**src/rtl/ahbl_pkg.sv**
```systemverilog
// ----------------------------------------------------------------------------
// ahbl_pkg
// Shared AHB-Lite encodings and the DMA copy engine state type.
//   HTRANS_*   : transfer-type encodings (only IDLE and NONSEQ are driven)
//   HSIZE_*    : transfer-size encodings
//   dma_state_t: address-phase state of the copy engine
//   word_align : clears the byte-offset bits of an address
//   next_word  : advances a word pointer, wrapping modulo 2^32
// ----------------------------------------------------------------------------
package ahbl_pkg;

  localparam logic [1:0] HTRANS_IDLE   = 2'b00;
  localparam logic [1:0] HTRANS_NONSEQ = 2'b10;

  localparam logic [2:0] HSIZE_BYTE = 3'b000;
  localparam logic [2:0] HSIZE_HALF = 3'b001;
  localparam logic [2:0] HSIZE_WORD = 3'b010;

  // Each state names the address phase currently on the bus.
  typedef enum logic [2:0] {
    ST_IDLE = 3'd0,
    ST_RD   = 3'd1,
    ST_WR   = 3'd2,
    ST_LAST = 3'd3,
    ST_FILL = 3'd4
  } dma_state_t;

  function automatic logic [31:0] word_align(input logic [31:0] a);
    return a & 32'hFFFF_FFFC;
  endfunction

  function automatic logic [31:0] next_word(input logic [31:0] a);
    return a + 32'd4;
  endfunction

endpackage

```
**src/rtl/ahbl_mst_port.sv**
```systemverilog
// ----------------------------------------------------------------------------
// ahbl_mst_port
// Output register stage of an AHB-Lite master. The address/control phase is
// loaded only when the bus advances (adv = HREADY), so it is held through wait
// states. Write data is loaded one phase later and also held until accepted.
// Ports:
//   clk, rst_n          clock, asynchronous active-low reset
//   adv                 bus advance (HREADY)
//   addr_nxt/trans_nxt/write_nxt  next address-phase values
//   wdata_ld/wdata_nxt  load strobe and value for the next write data phase
//   haddr/htrans/hsize/hwrite/hwdata  registered bus outputs
// ----------------------------------------------------------------------------
module ahbl_mst_port
  import ahbl_pkg::*;
#(
  parameter int ADDR_W = 32,
  parameter int DATA_W = 32
) (
  input  logic              clk,
  input  logic              rst_n,
  input  logic              adv,
  input  logic [ADDR_W-1:0] addr_nxt,
  input  logic [1:0]        trans_nxt,
  input  logic              write_nxt,
  input  logic              wdata_ld,
  input  logic [DATA_W-1:0] wdata_nxt,
  output logic [ADDR_W-1:0] haddr,
  output logic [1:0]        htrans,
  output logic [2:0]        hsize,
  output logic              hwrite,
  output logic [DATA_W-1:0] hwdata
);

  logic [ADDR_W-1:0] addr_p0;
  logic [1:0]        trans_p0;
  logic              write_p0;
  logic [DATA_W-1:0] wdata_p1;

  // ---- stage p0: address / control phase ----
  always_ff @(posedge clk or negedge rst_n) begin
    if (!rst_n) begin
      addr_p0  <= '0;
      trans_p0 <= HTRANS_IDLE;
      write_p0 <= 1'b0;
    end else if (adv) begin
      addr_p0  <= addr_nxt;
      trans_p0 <= trans_nxt;
      write_p0 <= write_nxt;
    end
  end

  // ---- stage p1: write data phase (doubles as the read buffer) ----
  always_ff @(posedge clk or negedge rst_n) begin
    if (!rst_n) begin
      wdata_p1 <= '0;
    end else if (adv && wdata_ld) begin
      wdata_p1 <= wdata_nxt;
    end
  end

  assign haddr  = addr_p0;
  assign htrans = trans_p0;
  assign hwrite = write_p0;
  assign hwdata = wdata_p1;
  assign hsize  = HSIZE_WORD;

endmodule

```
**src/rtl/ahbl_dma_copy.sv**
```systemverilog
// ----------------------------------------------------------------------------
// ahbl_dma_copy
// Single-channel AHB-Lite word-copy master. Copies len words from src to dst
// with the read of word i+1 overlapping the write data phase of word i, giving
// 2 cycles per word at zero wait states.
// Optional feature: define AHBL_DMA_FILL_EN to add fill_mode/fill_data ports;
// with fill_mode=1 the engine skips reads and writes fill_data to every word
// of the destination at 1 word per cycle.
// Ports:
//   HCLK, HRESETn       bus clock, asynchronous active-low reset
//   start/src/dst/len   program strobe and transfer descriptor
//   busy, done          transfer in progress, 1-cycle completion pulse
//   HADDR/HTRANS/HSIZE/HWRITE/HWDATA  AHB-Lite master outputs
//   HREADY, HRDATA      AHB-Lite ready and read data
//   fill_mode/fill_data (AHBL_DMA_FILL_EN only) fill request and pattern
// ----------------------------------------------------------------------------
module ahbl_dma_copy
  import ahbl_pkg::*;
#(
  parameter int LEN_W = 16
) (
  input  logic             HCLK,
  input  logic             HRESETn,
  input  logic             start,
  input  logic [31:0]      src,
  input  logic [31:0]      dst,
  input  logic [LEN_W-1:0] len,
  output logic             busy,
  output logic             done,
  output logic [31:0]      HADDR,
  output logic [1:0]       HTRANS,
  output logic [2:0]       HSIZE,
  output logic             HWRITE,
  output logic [31:0]      HWDATA,
  input  logic             HREADY,
  input  logic [31:0]      HRDATA
`ifdef AHBL_DMA_FILL_EN
  ,
  input  logic             fill_mode,
  input  logic [31:0]      fill_data
`endif
);

  dma_state_t       state, nxt_state;
  logic [31:0]      src_ptr, dst_ptr, nxt_src, nxt_dst;
  logic [LEN_W-1:0] remaining, nxt_rem;
  logic             nxt_busy, nxt_done;

  logic [31:0]      addr_nxt;
  logic [1:0]       trans_nxt;
  logic             write_nxt;
  logic             wdata_ld;
  logic [31:0]      wdata_nxt;

  logic             fill_req;
  logic [31:0]      fill_word;
  logic             accept_start;

  assign accept_start = HREADY && (state == ST_IDLE) && start && (len != '0);

`ifdef AHBL_DMA_FILL_EN
  logic [31:0] fill_data_q;

  always_ff @(posedge HCLK or negedge HRESETn) begin
    if (!HRESETn) begin
      fill_data_q <= '0;
    end else if (accept_start) begin
      fill_data_q <= fill_data;
    end
  end

  // fill_mode is only consulted on the accepting cycle; the choice is then
  // remembered by the engine sitting in ST_FILL.
  assign fill_req  = fill_mode;
  assign fill_word = fill_data_q;
`else
  assign fill_req  = 1'b0;
  assign fill_word = '0;
`endif

  // The engine only steps when the bus advances; with HREADY low every
  // register below keeps its value, and the port holds the bus outputs.
  always_comb begin
    nxt_state = state;
    nxt_src   = src_ptr;
    nxt_dst   = dst_ptr;
    nxt_rem   = remaining;
    nxt_busy  = busy;
    nxt_done  = 1'b0;
    addr_nxt  = HADDR;
    trans_nxt = HTRANS_IDLE;
    write_nxt = HWRITE;
    wdata_ld  = 1'b0;
    wdata_nxt = HRDATA;

    if (HREADY) begin
      case (state)
        ST_IDLE: begin
          if (start) begin
            if (len != '0) begin
              nxt_src   = word_align(src);
              nxt_dst   = word_align(dst);
              nxt_rem   = len;
              nxt_busy  = 1'b1;
              trans_nxt = HTRANS_NONSEQ;
              if (fill_req) begin
                nxt_state = ST_FILL;
                addr_nxt  = word_align(dst);
                write_nxt = 1'b1;
              end else begin
                nxt_state = ST_RD;
                addr_nxt  = word_align(src);
                write_nxt = 1'b0;
              end
            end else begin
              nxt_done = 1'b1;
            end
          end
        end

        ST_RD: begin
          nxt_state = ST_WR;
          nxt_src   = next_word(src_ptr);
          addr_nxt  = dst_ptr;
          trans_nxt = HTRANS_NONSEQ;
          write_nxt = 1'b1;
        end

        // Write address accepted: the read data phase ends on this same
        // edge, so HRDATA goes straight into the write data register.
        ST_WR: begin
          nxt_dst   = next_word(dst_ptr);
          nxt_rem   = remaining - LEN_W'(1);
          wdata_ld  = 1'b1;
          wdata_nxt = HRDATA;
          if (remaining > LEN_W'(1)) begin
            nxt_state = ST_RD;
            addr_nxt  = src_ptr;
            trans_nxt = HTRANS_NONSEQ;
            write_nxt = 1'b0;
          end else begin
            nxt_state = ST_LAST;
          end
        end

        ST_FILL: begin
          nxt_dst   = next_word(dst_ptr);
          nxt_rem   = remaining - LEN_W'(1);
          wdata_ld  = 1'b1;
          wdata_nxt = fill_word;
          if (remaining > LEN_W'(1)) begin
            addr_nxt  = next_word(dst_ptr);
            trans_nxt = HTRANS_NONSEQ;
            write_nxt = 1'b1;
          end else begin
            nxt_state = ST_LAST;
          end
        end

        ST_LAST: begin
          nxt_state = ST_IDLE;
          nxt_busy  = 1'b0;
          nxt_done  = 1'b1;
        end

        default: begin
          nxt_state = ST_IDLE;
        end
      endcase
    end
  end

  always_ff @(posedge HCLK or negedge HRESETn) begin
    if (!HRESETn) begin
      state <= ST_IDLE;
    end else begin
      state <= nxt_state;
    end
  end

  always_ff @(posedge HCLK or negedge HRESETn) begin
    if (!HRESETn) begin
      src_ptr   <= '0;
      dst_ptr   <= '0;
      remaining <= '0;
      busy      <= 1'b0;
      done      <= 1'b0;
    end else begin
      src_ptr   <= nxt_src;
      dst_ptr   <= nxt_dst;
      remaining <= nxt_rem;
      busy      <= nxt_busy;
      done      <= nxt_done;
    end
  end

  ahbl_mst_port #(
    .ADDR_W(32),
    .DATA_W(32)
  ) u_port (
    .clk      (HCLK),
    .rst_n    (HRESETn),
    .adv      (HREADY),
    .addr_nxt (addr_nxt),
    .trans_nxt(trans_nxt),
    .write_nxt(write_nxt),
    .wdata_ld (wdata_ld),
    .wdata_nxt(wdata_nxt),
    .haddr    (HADDR),
    .htrans   (HTRANS),
    .hsize    (HSIZE),
    .hwrite   (HWRITE),
    .hwdata   (HWDATA)
  );

endmodule
```
**config.mk**
```make
export PLATFORM = sky130hd
export DESIGN_NAME = ahbl_dma_copy
export DESIGN_NICKNAME = d
export VERILOG_FILES = /design/src/rtl/ahbl_pkg.sv /design/src/rtl/ahbl_mst_port.sv /design/src/rtl/ahbl_dma_copy.sv
export SDC_FILE = /design/constraint.sdc
export NUM_CORES = 1
export LEC_CHECK = 0
export ABC_AREA = 1
export BUFFER_PORTS_ARGS = -buffer_cell sky130_fd_sc_hd__buf_4
export CAP_MARGIN = 20
export CORE_MARGIN = 1
export CORE_UTILIZATION = 35
export DETAILED_ROUTE_END_ITERATION = 8
export PLACE_DENSITY = 0.59
export SYNTH_ARGS = -nofsm -noshare
export SYNTH_HDL_FRONTEND = slang
export SYNTH_HIERARCHICAL = 1
export SYNTH_SLANG_ARGS = --single-unit
```
**constraint.sdc**
```tcl
create_clock -name HCLK -period 2.62 [get_ports HCLK]
set_input_delay 0.393 -clock HCLK [delete_from_list [all_inputs] [get_ports HCLK]]
set_output_delay 0.393 -clock HCLK [all_outputs]
set_load 0.01 [all_outputs]
```
==> results of run 1 <==
## sequential cells by signal (all words and copies together) (netlist names)
signal / flops
state: 2
u_port/hwrite: 1
u_port/haddr: 32
dst_ptr: 30
u_port/hwdata: 32
src_ptr: 30
busy: 1
u_port/htrans: 2
remaining: 16
done: 1
## what timing repair did
action	4_1_cts	5_1_grt
hold endpoints to repair	42	0
resized for setup	0	0
hold buffers	1	0
## layer usage
metal  share of wire  vias up  GRT usage  wire (µm)
met3           0.054       45    0.03639       1880
met2            0.47      318     0.3850      16120
met4           0.029        0    0.08080        984
met5               0        -          0          0
li1                -     5320          -          -
met1            0.45     4902     0.3210      15510
## path summary, 6_finish.rpt
check,slack [ns],cells after the start,from,endpoint
worst max-delay path,0.39,9,state[0],dst_ptr[22]
min in group asynchronous,0.46,2,HRESETn,src_ptr[9]
worst min register to register,0.47,2,u_port/hwdata[11],u_port/hwdata[11]
worst max register to register,0.39,9,state[0],dst_ptr[22]
worst min-delay path,0.18,3,dst[4],dst_ptr[4]
max in group asynchronous,1.44,3,HRESETn,u_port/hwdata[15]
## power breakdown
group	total, mW	switching (mW)	internal (mW)
sequential	4.62	1.29	3.33
combinational	6.29	3.89	2.40
clock	2.54	1.12	1.42
## kinds of logic (layout without fill, tap and decap cells)
group / Yosys count / count (layout) / synth area share
other: 3 / 4 / 0.001113
XOR/XNOR: 9 / 9 / 0.007793
buffers and inverters: 223 / 382 / 0.09487
adder cells (fa/ha/maj): 8 / 8 / 0.009895
multiplexers: 1 / 1 / 0.0009895
AO/OA/AOI/OAI: 180 / 180 / 0.09264
flip-flops: 147 / 147 / 0.3636
AND/OR/NAND/NOR: 1021 / 1021 / 0.4291
## through the flow
stage / total power, mW / cell area [µm²] / worst slack, ns
floorplan: 8.399 / 10120 / 0.7037
global placement: 10.77 / 11760 / 0.2765
detailed placement: 10.91 / 11760 / 0.2417
CTS: 13.49 / 12350 / 0.3743
global route: 14.58 / 12350 / 0.1539
finish: 13.45 / 12350 / 0.3867
## Yosys cell counts (6+ instances only)
library cell,n
dfrtp_1,147
o21ai_0,85
buf_1,7
nor2_1,198
nand3_2,6
nand4_1,24
inv_2,9
buf_4,11
inv_1,138
buf_2,29
nor2_4,6
ha_1,8
nand3_1,152
clkbuf_1,23
nand2_1,573
buf_6,6
nor3_1,12
xor2_1,8
o21ai_1,17
a21oi_1,62
or2_2,21
nor2_2,8
nand3b_1,10
## area by class of cell
class / instances / area (µm²)
clock inverter: 13 / 151.4
tap: 378 / 473.0
sequential: 147 / 3679
inverter: 147 / 551.8
fill: 2993 / 15730
timing repair buffer: 203 / 1568
multi-input combinational: 1223 / 5499
clock buffer: 19 / 432.9
## worst max-delay path, delay by kind of cell, from the launching register on
family / cells / cell delay [ns]
adder cells (fa/ha/maj): 1 / 0.31
buffers and inverters: 4 / 0.91
flip-flops: 1 / 0.43
AND/OR/NAND/NOR: 4 / 0.45
==> impl_metrics.ini, run 1 <==
[detailed_routing]
wl_um = 34500
drtIter0Drc = 887
drt_pass1_iterations = 5
wl_per_cell_um = 16.20
vias = 10585
vias_per_cell = 4.969
route.detailed.drc = 0
drtAntennaViolNets = 0

[clocking]
cts_inserted_buffers = 17
cts.sinks = 147
path_clk_slew_ns = 0.07
clock-root-buffer = clkbuf_16
post_cts_buffers = 0
insertion_delay_ns = 0.44
cts_tree = done
h-tree-depth = 4
clockBufferDepth = 2

[setup_path]
critPathLaunchType = register
worstPathCellList = inv_1 > ha_4 > inv_1 > nand2_1 > nand3_4 > inv_2 > nand3b_1 > nand2_1 > inv_1
crit_path_frequent_cell = inv_1
critical_path.slowest_cell = inv_2
path_class = register to register
cp-end-kind = register
critPathArrivalTime_ns = 2.57
cp_data_required_time_ns = 2.96
cpPeakStageDelay_ns = 0.61
crit_fanout = 48

[pwr]
leakage_nw = 6.152
p_per_area_mw_per_mm2 = 1088
ir_worst_vdd_mv = 0.7896

[floorplanning]
dieArea_mm2 = 0.02959
start_util = 0.3602
die_h_um = 172.0
row_count = 61
io_pins = 188
core_mm2 = 0.02809
fp.dieW_um = 172.0

[synthesis]
yosysUniqueCellTypes = 39
netlist_top_cells_area = dfrtp_1 36%, nand2_1 21%, nand3_1 7.5%, nor2_1 7.3%, inv_1 5.1%
ys.flop_type = dfrtp_1
synth-seq-cells = 147
yosysWarningCount = 6
synth_edf_count = 0
yosysSeqAreaShare = 0.3636
synthArstFlopShare = 1.000
synth_top_cell_area_share = 0.3636
synth_area_mm2 = 0.01012
syn_inst = 1592
synth_top_area_cell = dfrtp_1
syn_avg_cell_area_um2 = 6.354

[sta]
timing.slew.headroom = 0.4136
drv_slew = 0
hold_violations = 0
setup_viol = 0
tns_ns = 0
hold_ws_ns = 0.1759
tightest_slew_ns = 0.8796
timing.final.crit_share = 0.8524
fin_skew_ns = 0.01221
rsz0062_at_grt = false
fin_crit_ns = 2.233
fmax_mhz = 447.8

[final_layout]
stdcell_count = 2130
nets = 1863
diodes = 0
layout_common_cells = 573 x nand2_1, 198 x buf_4, 197 x nor2_1, 152 x nand3_1, 147 x dfrtp_1
drive_gt1_frac = 0.1672
final_common_cell = nand2_1
postLayoutCoreUtil = 0.4399
area_growth_pct = 22.13

[grt]
grt_pass1_wl_um = 53510
grt_max_degree = 95
antenna_found_initial = 0
grt_overflow = 0
grt.total_usage = 0.2375
grt_pass1_vias = 9714

[placed_design]
portBuffers = 180
gp_congestion = 0.8882
placedCellCount = 2097
hpwlAfterDp_um = 24910

[run]
maxCapViolCount = 0

[worst_hold_path]
hold_class = input pin to register

[run_status]
status = completed
Note: power is estimated with default switching activity, not from simulation.
==> run 2, diff against run 1 <==
==> constraint.sdc (replaced) <==
create_clock -name HCLK -period 2.79 [get_ports HCLK]
set_input_delay 0.4185 -clock HCLK [delete_from_list [all_inputs] [get_ports HCLK]]
set_output_delay 0.4185 -clock HCLK [all_outputs]
set_load 0.01 [all_outputs]
==> impl_metrics.ini, run 2 (synthesis results as in run 1) <==
[run_status]
status = completed

[final_layout]
post-route-cell-area_mm2 = 0.01235
final_common_cell = nand2_1
nets = 1868
drive_gt1_frac = 0.1707
diodes = 0
area_growth_pct = 22.12
fillerInstances = 3061
layout_common_cells = 573 x nand2_1, 205 x buf_4, 197 x nor2_1, 152 x nand3_1, 147 x dfrtp_1

[grt]
grt.total_usage = 0.2375
antenna_found_initial = 0
grt_max_degree = 73
grt_pass1_wl_um = 53780
grt_pass1_vias = 9815
grt_overflow = 0

[clocking]
clock-root-buffer = clkbuf_16
h-tree-depth = 4
post_cts_buffers = 0
cts.sinks = 147
clockBufferDepth = 2
insertion_delay_ns = 0.44
cts_inserted_buffers = 17
cts_tree = done
path_clk_slew_ns = 0.08

[setup_path]
cpPeakStageDelay_ns = 0.48
crit_fanout = 26
critPathLaunchType = register
path_class = register to register
cp_data_required_time_ns = 3.10
critPathArrivalTime_ns = 2.67
critical_path.slowest_cell = inv_2
worstPathCellList = inv_1 > ha_2 > inv_1 > nand2_1 > nand3_2 > inv_2 > nand2_1 > nand2_1 > o21ai_0
cp-end-kind = register
crit_path_frequent_cell = nand2_1

[floorplanning]
die_h_um = 172.0
dieArea_mm2 = 0.02959
fp.dieW_um = 172.0
row_count = 61
start_util = 0.3602
core_mm2 = 0.02809
io_pins = 188

[placed_design]
hpwlAfterDp_um = 25450
portBuffers = 180
gp_congestion = 0.9149
place_area_mm2 = 0.01177
post-place-ws_ns = 0.4489

[sta]
fin_skew_ns = 0.01624
rsz0062_at_grt = false
drv_slew = 0
tightest_slew_ns = 0.7336
fmax_mhz = 422.8
final.setup.worst_slack_ns = 0.4247
hold_violations = 0
timing.final.crit_share = 0.8478
tns_ns = 0
fin_crit_ns = 2.365
timing.slew.headroom = 0.5109
setup_viol = 0

[detailed_routing]
drt_pass1_iterations = 5
wl_um = 34370
drtIter0Drc = 846
wl_per_cell_um = 16.10
route.detailed.drc = 0
drtAntennaViolNets = 0
vias = 10630
vias_per_cell = 4.979

[pwr]
leakage_nw = 6.165
p_per_area_mw_per_mm2 = 1014
ir_worst_vdd_mv = 0.5382

[run]
maxCapViolCount = 0

[worst_hold_path]
hold_class = input pin to register
==> run 2: cell type report <==
| type | count | area (µm²) | area share |
|---|---|---|---|
| clock buffers | 19 | 452.9 | 0.03667 |
| clock inverters | 13 | 117.6 | 0.009521 |
| inverters | 147 | 551.8 | 0.04467 |
| multi-input cells | 1223 | 5499 | 0.4452 |
| flip-flops and latches | 147 | 3679 | 0.2978 |
| well taps | 378 | 473.0 | 0.03829 |
| repair buffers | 208 | 1580 | 0.1279 |
==> run 2: repair_timing <==
| action | in CTS | in global routing |
|---|---|---|
| resized for setup | 0 | 0 |
| endpoints found under the hold margin | 47 | 0 |
| endpoints found under the setup margin | 0 | 0 |
| hold buffers | 1 | 0 |
==> run 2: critical path: cells and delay by family, from the launching register on <==
family | cells | cell delay [ns]
compound gates | 1 | 0.08
fa+ha+maj | 1 | 0.43
buf+inv | 3 | 0.72
flops | 1 | 0.42
simple gates | 4 | 0.56
==> run 2: path summary, 6_finish.rpt <==
check,from,end,slack [ns],cells past startpoint
setup / recovery,state[1],src_ptr[14],0.42,9
hold / removal,dst[4],dst_ptr[4],0.21,3
setup reg to reg,state[1],src_ptr[14],0.42,9
hold reg to reg,u_port/hwdata[16],u_port/hwdata[16],0.47,2
max in group asynchronous,HRESETn,u_port/hwrite,1.57,3
min in group asynchronous,HRESETn,src_ptr[9],0.52,2
==> run 2: power breakdown <==
part / leakage [nW] / switching (mW) / internal [mW]
clock: 0.272 / 1.08 / 1.22
combinational: 4.08 / 3.64 / 2.26
sequential: 1.81 / 1.22 / 3.12
total: 6.16 / 5.93 / 6.60
==> run 2: per-stage QoR <==
stage | hold slack (ns) | power [mW] | util | std cells
finish | 0.2051 | 12.53 | 0.4398 | 2135
global route | 0.2007 | 13.61 | 0.4398 | 2135
CTS | 0.1946 | 12.57 | 0.4398 | 2135
detailed placement | 0.4270 | 10.25 | 0.4191 | 2102
global placement | 0.4246 | 10.12 | 0.4191 | 2102
floorplan | 0.1229 | 7.887 | - | 1593
==> run 2: per-layer routing <==
layer  up-vias  GRT usage  wire length [µm]
met5         -          0                 0
met4         0    0.07772               825
met3        42    0.02884              1948
met2       331     0.3901             16270
met1      4923     0.3228             15320
li1       5334          -                 -
==> run 3, diff against run 2 <==
--- a/config.mk
+++ b/config.mk
@@ -11,7 +11,7 @@
 export CORE_MARGIN = 1
 export CORE_UTILIZATION = 35
 export DETAILED_ROUTE_END_ITERATION = 8
-export PLACE_DENSITY = 0.59
+export PLACE_DENSITY = 0.61
 export SYNTH_ARGS = -nofsm -noshare
 export SYNTH_HDL_FRONTEND = slang
 export SYNTH_HIERARCHICAL = 1
==> constraint.sdc (replaced) <==
create_clock -name HCLK -period 2 [get_ports HCLK]
set_input_delay 0.3 -clock HCLK [delete_from_list [all_inputs] [get_ports HCLK]]
set_output_delay 0.3 -clock HCLK [all_outputs]
set_load 0.01 [all_outputs]
==> impl_metrics.ini, run 3 (synthesis results as in run 1) <==
[setup_path]
crit_path_frequent_cell = nor2_1
crit_fanout = 8
critPathArrivalTime_ns = 2.30
worstPathCellList = inv_2 > ha_4 > nor2_4 > nor2_1 > buf_4 > nand3_4 > clkbuf_16 > nand3_1 > nand3_2 > nor2_1 > nor2_1 > nand2_1 > o21ai_0
cp-end-kind = register
critPathLaunchType = register
path_class = register to register
cp_data_required_time_ns = 2.29
critical_path.slowest_cell = dfrtp_1
cpPeakStageDelay_ns = 0.40

[final_layout]
layout_common_cells = 568 x nand2_1, 231 x buf_4, 189 x nor2_1, 146 x dfrtp_1, 135 x inv_1
drive_gt1_frac = 0.2327
fillerInstances = 2943
post-route-cell-area_mm2 = 0.01337
nets = 1920
ff_latch_area_mm2 = 0.003680
stdcell_count = 2187
diodes = 0
area_growth_pct = 32.18
final_common_cell = nand2_1
multiInputGateArea_mm2 = 0.005849
postLayoutCoreUtil = 0.4761

[sta]
hold_violations = 0
timing.slew.headroom = 0.5253
tightest_slew_ns = 0.7121
tns_ns = -0.01651
fin_skew_ns = 0.01382
rsz0062_at_grt = true
setup_viol = 1
drv_slew = 0
final.setup.worst_slack_ns = -0.01651
fmax_mhz = 495.9
hold_ws_ns = 0.09136
timing.final.crit_share = 1.008
fin_crit_ns = 2.017

[worst_hold_path]
hold_class = input pin to register

[detailed_routing]
vias_per_cell = 5.032
drtAntennaViolNets = 0
route.detailed.drc = 0
drt_pass1_iterations = 5
vias = 11004
wl_um = 35960
drtIter0Drc = 946
wl_per_cell_um = 16.44

[placed_design]
placedCellCount = 2145
portBuffers = 180
hpwlAfterDp_um = 26310
place_area_mm2 = 0.01228
gp_congestion = 0.9302

[clocking]
h-tree-depth = 4
path_clk_slew_ns = 0.07
insertion_delay_ns = 0.44
cts_tree = done
clock-root-buffer = clkbuf_16
clockBufferDepth = 2
cts.sinks = 147
cts_inserted_buffers = 17

[pwr]
netSwitchingPower_mw = 8.794
power_frac_seq = 0.319
ir_worst_vdd_mv = 0.8451
power.clock.fraction = 0.175
leakage_nw = 6.616
switching_share = 0.4659
combinationalPowerShare = 0.506
p_per_area_mw_per_mm2 = 1412
intPower_mw = 10.08

[run_status]
failed_checks = negative setup slack
status = complete, but fails checks

[floorplanning]
die_h_um = 172.0
fp.dieW_um = 172.0
core_mm2 = 0.02809
row_count = 61
io_pins = 188
start_util = 0.3602
dieArea_mm2 = 0.02959

[grt]
grt_pass1_wl_um = 55270
antenna_found_initial = 1
grt_overflow = 0
grt_pass1_vias = 10362
grt_max_degree = 77
grt.total_usage = 0.2437

[run]
maxCapViolCount = 0
## run 3: changes by cell type in the layout (fill, tap and decap cells not counted), moves of 9 or more
cell and delta:
a21oi_2 +13, buf_12 +15, a21oi_1 -15, o21ai_0 -11, buf_4 +26, nand3_1 -32, nand3_2 +31, o21ai_1 +9
## run 3: area by class of cell
class,count,area share
sequential,147,0.2752
multi-input combinational,1223,0.4374
tap,378,0.03537
timing repair buffer,260,0.1661
clock buffer,17,0.03181
clock inverter,15,0.01273
inverter,147,0.04136
## run 3: critical path, delay by kind of cell (launching register included)
kind                     cells  cell delay [ns]
AO/OA/AOI/OAI                1             0.08
adder cells (fa/ha/maj)      1             0.16
buffers and inverters        3             0.50
flip-flops                   1             0.40
AND/OR/NAND/NOR              8             0.73
## run 3: timing repair
action,in CTS,in global routing
gates cloned,0,3
buffers inserted,0,7
gates resized for setup,3,97
endpoints found under the hold margin,38,0
hold buffers,1,0
setup endpoints to repair,6,74
pin swaps,0,42
## run 3: routing by layer
| metal | up-vias | global-route usage | share of wire |
|---|---|---|---|
| li1 | 5432 | - | - |
| met1 | 5144 | 0.3150 | 0.43 |
| met2 | 362 | 0.4071 | 0.48 |
| met3 | 66 | 0.03159 | 0.058 |
| met4 | 0 | 0.1043 | 0.035 |
| met5 | - | 0 | 0 |
## run 3: power by group through the flow
stage | Clock, mW | Sequential (mW) | Combinational, mW
after floorplan | 0 | 5.84 | 5.17
after global placement | 0 | 5.94 | 8.85
after detailed placement | 0 | 5.97 | 9.00
after CTS | 3.37 | 5.95 | 9.04
after global routing | 3.48 | 6.23 | 10.7
final | 3.30 | 6.03 | 9.54
## run 3: worst paths after layout
kind,startpoint,end,slack [ns],cells past startpoint
setup / recovery,remaining[1],u_port/haddr[13],-0.02,13
hold / removal,HRDATA[16],u_port/hwdata[16],0.09,3
setup reg to reg,remaining[1],u_port/haddr[13],-0.02,13
hold reg to reg,u_port/hwdata[14],u_port/hwdata[14],0.47,2
max in group asynchronous,HRESETn,remaining[15],0.95,3
min in group asynchronous,HRESETn,src_ptr[15],0.38,2
## run 3: through the flow
step           worst slack [ns]  power [mW]
2_1_floorplan           0.08372       11.00
3_3_place_gp           -0.01176       14.79
3_5_place_dp           -0.03791       14.97
4_1_cts                 0.01740       18.36
5_1_grt                 -0.1250       20.35
6_report               -0.01651       18.88
